`config.mk`:
```
export PLATFORM = sky130hd
export DESIGN_NAME = control_unit
export DESIGN_NICKNAME = d
export VERILOG_FILES = /design/src/rtl/control_unit.sv
export SDC_FILE = /design/constraint.sdc
export NUM_CORES = 1
export LEC_CHECK = 0
export CORE_MARGIN = 3
export CORE_UTILIZATION = 29
export DETAILED_ROUTE_END_ITERATION = 8
export PLACE_DENSITY = 0.76
export SLEW_MARGIN = 0
export SYNTH_ARGS = -nofsm -noshare
export SYNTH_HDL_FRONTEND = slang
export SYNTH_SLANG_ARGS = --single-unit
```
`constraint.sdc`:
```
create_clock -name Clock -period 1.7 [get_ports Clock]
set_clock_uncertainty 0.15 [all_clocks]
set_input_delay 0.17 -clock Clock [delete_from_list [all_inputs] [get_ports Clock]]
set_output_delay 0.17 -clock Clock [all_outputs]
set_load 0.02 [all_outputs]
```
`src/rtl/control_unit.sv`:
```
// control_unit: Lab B processor sequencer and IR decoder (define FETCH_WAIT_EN for a registered-output ROM).
module control_unit #(
  parameter int OPW = 4,
  parameter int DAW = 8,
  parameter int RAW = 4
) (
  input  logic           Clock,
  input  logic           Clear,
  input  logic [15:0]    IR,
  output logic           PC_clr,
  output logic           PC_up,
  output logic           IR_ld,
  output logic [DAW-1:0] D_addr,
  output logic           D_wr,
  output logic           RF_s,
  output logic [RAW-1:0] RF_W_addr,
  output logic           RF_W_wr,
  output logic [RAW-1:0] RF_Ra_addr,
  output logic [RAW-1:0] RF_Rb_addr,
  output logic [2:0]     ALU_s0,
  output logic [3:0]     State
);
  typedef enum logic [3:0] {
    INIT = 4'd0, FETCH = 4'd1, DECODE = 4'd2, NOOP = 4'd3, LOAD_A = 4'd4, LOAD_B = 4'd5,
    STORE = 4'd6, ADD = 4'd7, SUB = 4'd8, HALT = 4'd9, FETCH_W = 4'd10
  } state_e;
  state_e state_q, state_d;
  logic [OPW-1:0] op;
  assign op = IR[15 -: OPW];
  assign State = state_q;
  always_ff @(posedge Clock) state_q <= Clear ? INIT : state_d;
  always_comb begin
    state_d    = INIT;
    PC_clr     = 1'b0;
    PC_up      = 1'b0;
    IR_ld      = 1'b0;
    D_addr     = '0;
    D_wr       = 1'b0;
    RF_s       = 1'b0;
    RF_W_addr  = '0;
    RF_W_wr    = 1'b0;
    RF_Ra_addr = '0;
    RF_Rb_addr = '0;
    ALU_s0     = 3'b000;
    case (state_q)
      INIT: begin
        PC_clr  = 1'b1;
        state_d = FETCH;
      end
`ifdef FETCH_WAIT_EN
      FETCH: state_d = FETCH_W;
      FETCH_W: begin
        IR_ld   = 1'b1;
        PC_up   = 1'b1;
        state_d = DECODE;
      end
`else
      FETCH: begin
        IR_ld   = 1'b1;
        PC_up   = 1'b1;
        state_d = DECODE;
      end
`endif
      DECODE: state_d = op == OPW'(2) ? LOAD_A :
                        op == OPW'(1) ? STORE  :
                        op == OPW'(3) ? ADD    :
                        op == OPW'(4) ? SUB    :
                        op == OPW'(5) ? HALT   : NOOP;
      NOOP: state_d = FETCH;
      // LOAD_B repeats LOAD_A's address so the synchronous RAM read lands before the write
      LOAD_A, LOAD_B: begin
        D_addr    = IR[11:4];
        RF_s      = 1'b1;
        RF_W_addr = IR[3:0];
        RF_W_wr   = state_q == LOAD_B;
        state_d   = state_q == LOAD_A ? LOAD_B : FETCH;
      end
      STORE: begin
        D_addr     = IR[7:0];
        RF_Ra_addr = IR[11:8];
        D_wr       = 1'b1;
        state_d    = FETCH;
      end
      ADD, SUB: begin
        RF_Ra_addr = IR[11:8];
        RF_Rb_addr = IR[7:4];
        RF_W_addr  = IR[3:0];
        RF_W_wr    = 1'b1;
        ALU_s0     = state_q == ADD ? 3'b001 : 3'b010;
        state_d    = FETCH;
      end
      HALT: state_d = HALT;
      default: state_d = INIT;
    endcase
  end
endmodule

```
# Word level (Yosys, flattened, before mapping)
# Cells that the tools add are included.
[totals]
mem_bits_ro = 0
register_bits = 4
ramBits = 0
latch_bits = 0
in_bits = 18
elab_cells = 39
memories = 0
out_inout_bits = 33
[classes]
mux = 18
mul = 0
n_reduce_logical = 6
n_addsub = 0
n_eq_ne = 14
n_bitwise = 0
n_lt_le_gt_ge = 0
div = 0
shifts = 0
[ops]
columns = ["cell", "n"]
rows = [
  ["$mux 4", 8],
  ["$eq 4x3->1 const B", 6],
  ["$pmux 4 s5", 1],
  ["$eq 4x2->1 const B", 4],
  ["$pmux 8 s2", 1],
  ["$eq 4x1->1 const B", 2],
  ["$eq 4x4->1 const B", 2],
  ["$reduce_or 5->1", 1],
  ["$logic_not 4->1", 1],
  ["$mux 1", 4],
  ["$mux 2", 2],
  ["$reduce_or 2->1", 2],
  ["$reduce_or 4->1", 1],
  ["$mux 3", 1],
  ["$reduce_or 3->1", 1],
  ["$pmux 1 s2", 1],
]

# Depth between registers and ports, before layout
[depth]
word_depth = 7
ltp_mapped = 4
mapped_depth_nobuf = 3

# Worst setup path after synthesis
# Ideal clock, no wire load.
[synth_timing]
kind = "flip-flop to output port"
startpoint = "register state_q[2], in the netlist State[2]"
endpoint = "output RF_Rb_addr[0]"
slack_ps = -594
stages_incl_launch_ff = 5
path_buffers = 1
arrival_time_ps = 1974
t_required_ps = 1380
path_cell_list = "dfxtp_1 -> buf_2 -> nor4b_1 -> a31o_2 -> and2_1"
[synth_via]
elab_chain_len = 3
word_cells_on_any_way = 4
classes_between = "eq/ne (2); mux (1); reduce/logical (1)"
[synth_lines]
columns = ["item", "line_no", "text"]
rows = [
  ["start, declared", "27", "state_e state_q, state_d;"],
  ["start signal, assigned", "31", "always_ff @(posedge Clock) state_q <= Clear ? INIT : state_d;"],
  ["$eq 4x3->1 or $eq 4x4->1 (tied branches)", "45", "case (state_q)"],
  ["$reduce_or 2->1 (*)", "45", ""],
  ["$mux 4 (*)", "45", ""],
  ["end, declared", "19", "output logic [RAW-1:0] RF_Rb_addr,"],
]
# Every way passes the cells marked *; elsewhere a longest branch is shown, timed or not.

# Final worst setup path
[layout_timing]
startpoint = "register state_q[2], in the netlist State[2]"
endpoint = "output RF_Ra_addr[0]"
[layout_via]
elab_chain_len = 3
word_cells_on_any_way = 5
classes_between = "eq/ne (3); mux (1); reduce/logical (1)"
[layout_lines]
columns = ["item", "line_no", "text"]
rows = [
  ["$eq 4x3->1 or $eq 4x4->1 (tied branches)", "45", ""],
  ["$reduce_or 3->1 (no line) (*)", "--", ""],
  ["$mux 4 (*)", "45", ""],
  ["end, declared", "18", "output logic [RAW-1:0] RF_Ra_addr,"],
]
# Marked as above.

==> results_dict.tcl <==
set metrics [dict create \
    clock-sinks 4 \
    root_buffer "clkbuf_4" \
    grt_pass1_vias 731 \
    placed_area_mm2 0.001197 \
    startpoint_type "flip-flop" \
    clock_path_buffers 2 \
    gp_congestion 0.7859 \
    die_area_mm2 0.002403 \
    ant_nets 0 \
    grt_pass1_wl_um 3726 \
    total_power_uw 598.3 \
    nFillCells 106 \
    place_hpwl_um 1812 \
    cts.clk_slew.worst_paths_ns 0.04 \
    synth_edf_count 0 \
    synth_top_family_by_area "compound AO/OA/AOI/OAI gates" \
    final_nets 153 \
    drcViolationCount 0 \
    final_cells 157 \
    synth-seq-cells 4 \
    largest_reg_flops 4 \
    seqCellArea_um2 92.59 \
    die_w_um 49.02 \
    yosys.area_share.simple 0.3706 \
    design_area_mm2 0.001300 \
    cp-end-kind "primary output" \
    synthMuxAreaShare 0 \
    final.period_utilization 1.041 \
    antenna_found_initial 0 \
    syn_to_final_growth_pct 142.2 \
    grt_usage 0.1963 \
    vias 789 \
    failed_checks "setup timing" \
    finalHoldViolCount 0 \
    synth_xor_area_frac 0.01632 \
    arrival_ns 1.45 \
    rsz0062_at_grt "true" \
    cts_made_buffers 3 \
    htreeDepth 1 \
    io_buffers 49 \
    cp_max_fo 4 \
    routed_wl_um 2357 \
    grt_max_degree 11 \
    avgSynthCellArea_um2 7.894 \
    synthTopCellsByCount "8 x a22o_1, 8 x and2_1, 4 x a21boi_0, 4 x dfxtp_1" \
    peakVddDrop_mv 0.5149 \
    fin_ws_ns -0.06944 \
    async_flop_share 0 \
    hold_buffers 0 \
    leakage_uw 0.0006363 \
    max-cap-violations 0 \
    fmax_mhz 565.2 \
    start_util 0.3295 \
    period_needed_ns 1.769 \
    multi_input_comb_area_um2 529.3 \
    worstPathRequired_ns 1.38 \
    netlist_instances 68 \
    n_antenna_cell 0 \
    ys_top_cells_by_area "dfxtp_1 15%, a22o_1 13%, and2_1 9.3%" \
    wl_per_cell_um 15.01 \
    yosysTopAreaCellShare 0.1492 \
    drive_above_1_share 0.5639 \
    synth-compound-area-share 0.3753 \
    yosysUniqueCellTypes 33 \
    path_class "flip-flop to primary output" \
    drv_slew 0 \
    clkLatencyLatePin_ns 0.24 \
    firstDrtPassIters 4 \
    synth_warnings 0 \
    yosys.area_share.adder 0 \
    synth_top_flop_cell "dfxtp_1" \
    overflow 0 \
    ios 51 \
    dp_cells 151 \
    outcome "finished with violations" \
    ys_seq_area_frac 0.1492 \
    drt_iter0_drc 19 \
    cts_tree "yes" \
    setup_viol 17 \
    synth_nets 86 \
    die_h_um 49.02 \
    yosysTopAreaCell "dfxtp_1" \
    hp-class "flip-flop to flip-flop" \
    via_per_inst 5.025 \
    powerDensity_mw_per_mm2 460.3 \
    core-area_mm2 0.001629 \
    rows 14 \
    syn-cell-area_um2 536.8 \
]
## timing repair
action                                  in CTS  in global routing
buffers inserted                             2                  2
resized for setup                          137                 36
endpoints found under the setup margin      32                 29
pin swaps                                    3                  7
## power breakdown
| group | switching [uW] | internal, uW |
|---|---|---|
| combinational | 153 | 193 |
| sequential | 23.1 | 107 |
| clock | 43.8 | 79.2 |
## path summary, 6_finish.rpt
kind | endpoint | slack, ns | cells after the start | start
max | RF_Ra_addr[0] | -0.07 | 5 | State[2]
min | State[2] | 0.41 | 2 | State[3]
max reg2reg | State[0] | -0.02 | 4 | State[2]
min reg2reg | State[2] | 0.41 | 2 | State[3]
## metal layers
| metal | vias up | global-route usage | wire length (um) |
|---|---|---|---|
| li1 | 389 | - | - |
| met1 | 380 | 0.2633 | 1075 |
| met3 | 4 | 0.04587 | 68 |
| met2 | 16 | 0.3054 | 1184 |
| met4 | 0 | 0.06635 | 29 |
| met5 | - | 0 | 0 |
## cells by family (layout without fill, tap and decap cells)
family / after synthesis / after routing
AO/OA/AOI/OAI: 24 / 24
AND/OR/NAND/NOR: 29 / 29
other: 1 / 1
XOR/XNOR: 1 / 1
flip-flops: 4 / 4
buffers and inverters: 9 / 74
## critical path, stage by stage (launching register included)
cell     delay (ns)
dfxtp_2        0.33
buf_6          0.13
nor4b_4        0.31
a21o_1         0.17
and2_1         0.16
buf_6          0.12
## cell usage in the layout, fill, tap and decap left out, drive strengths merged
cell type      Yosys  final
a22o               8      8
a31o               1      1
inv                2      2
buf                4     47
a211oi             2      2
a221o              2      2
and3               1      1
dlygate4sd2        0      2
and3b              2      2
nor3               1      1
or3b               1      1
o2111ai            1      1
nor2b              2      2
clkdlybuf4s50      0     17
nor3b              3      3
a21boi             4      4
nor2               2      2
o21a               1      1
nand2b             3      3
o21bai             2      2
dlymetal6s2s       0      2
a2111oi            1      1
a21o               1      1
nor4               2      2
nor4b              2      2
dfxtp              4      4
a21oi              1      1
and2               8      8
conb               1      1
nand2              1      1
xor2               1      1
clkbuf             3      4
or4b               1      1
## through the flow
step | util | hold slack (ns) | worst slack [ns] | setup TNS (ns)
global placement | 0.7350 | 0.4063 | -0.3048 | -6.163
global route | 0.7980 | 0.4224 | -0.1460 | -1.619
floorplan | - | 0.08554 | -0.001126 | -0.002252
detailed placement | 0.7350 | 0.4059 | -0.3238 | -6.578
CTS | 0.7412 | 0.4264 | -0.08487 | -0.6894
finish | 0.7980 | 0.4061 | -0.06944 | -0.6032
## area by class of cell
cell class	instances	area share
Tap cell	24	0.02310
Clock buffer	3	0.01732
Sequential cell	4	0.07122
Multi-Input combinational cell	55	0.4071
Inverter	2	0.005775
Timing Repair Buffer	69	0.4755
Power figures use the tool's default switching activity.
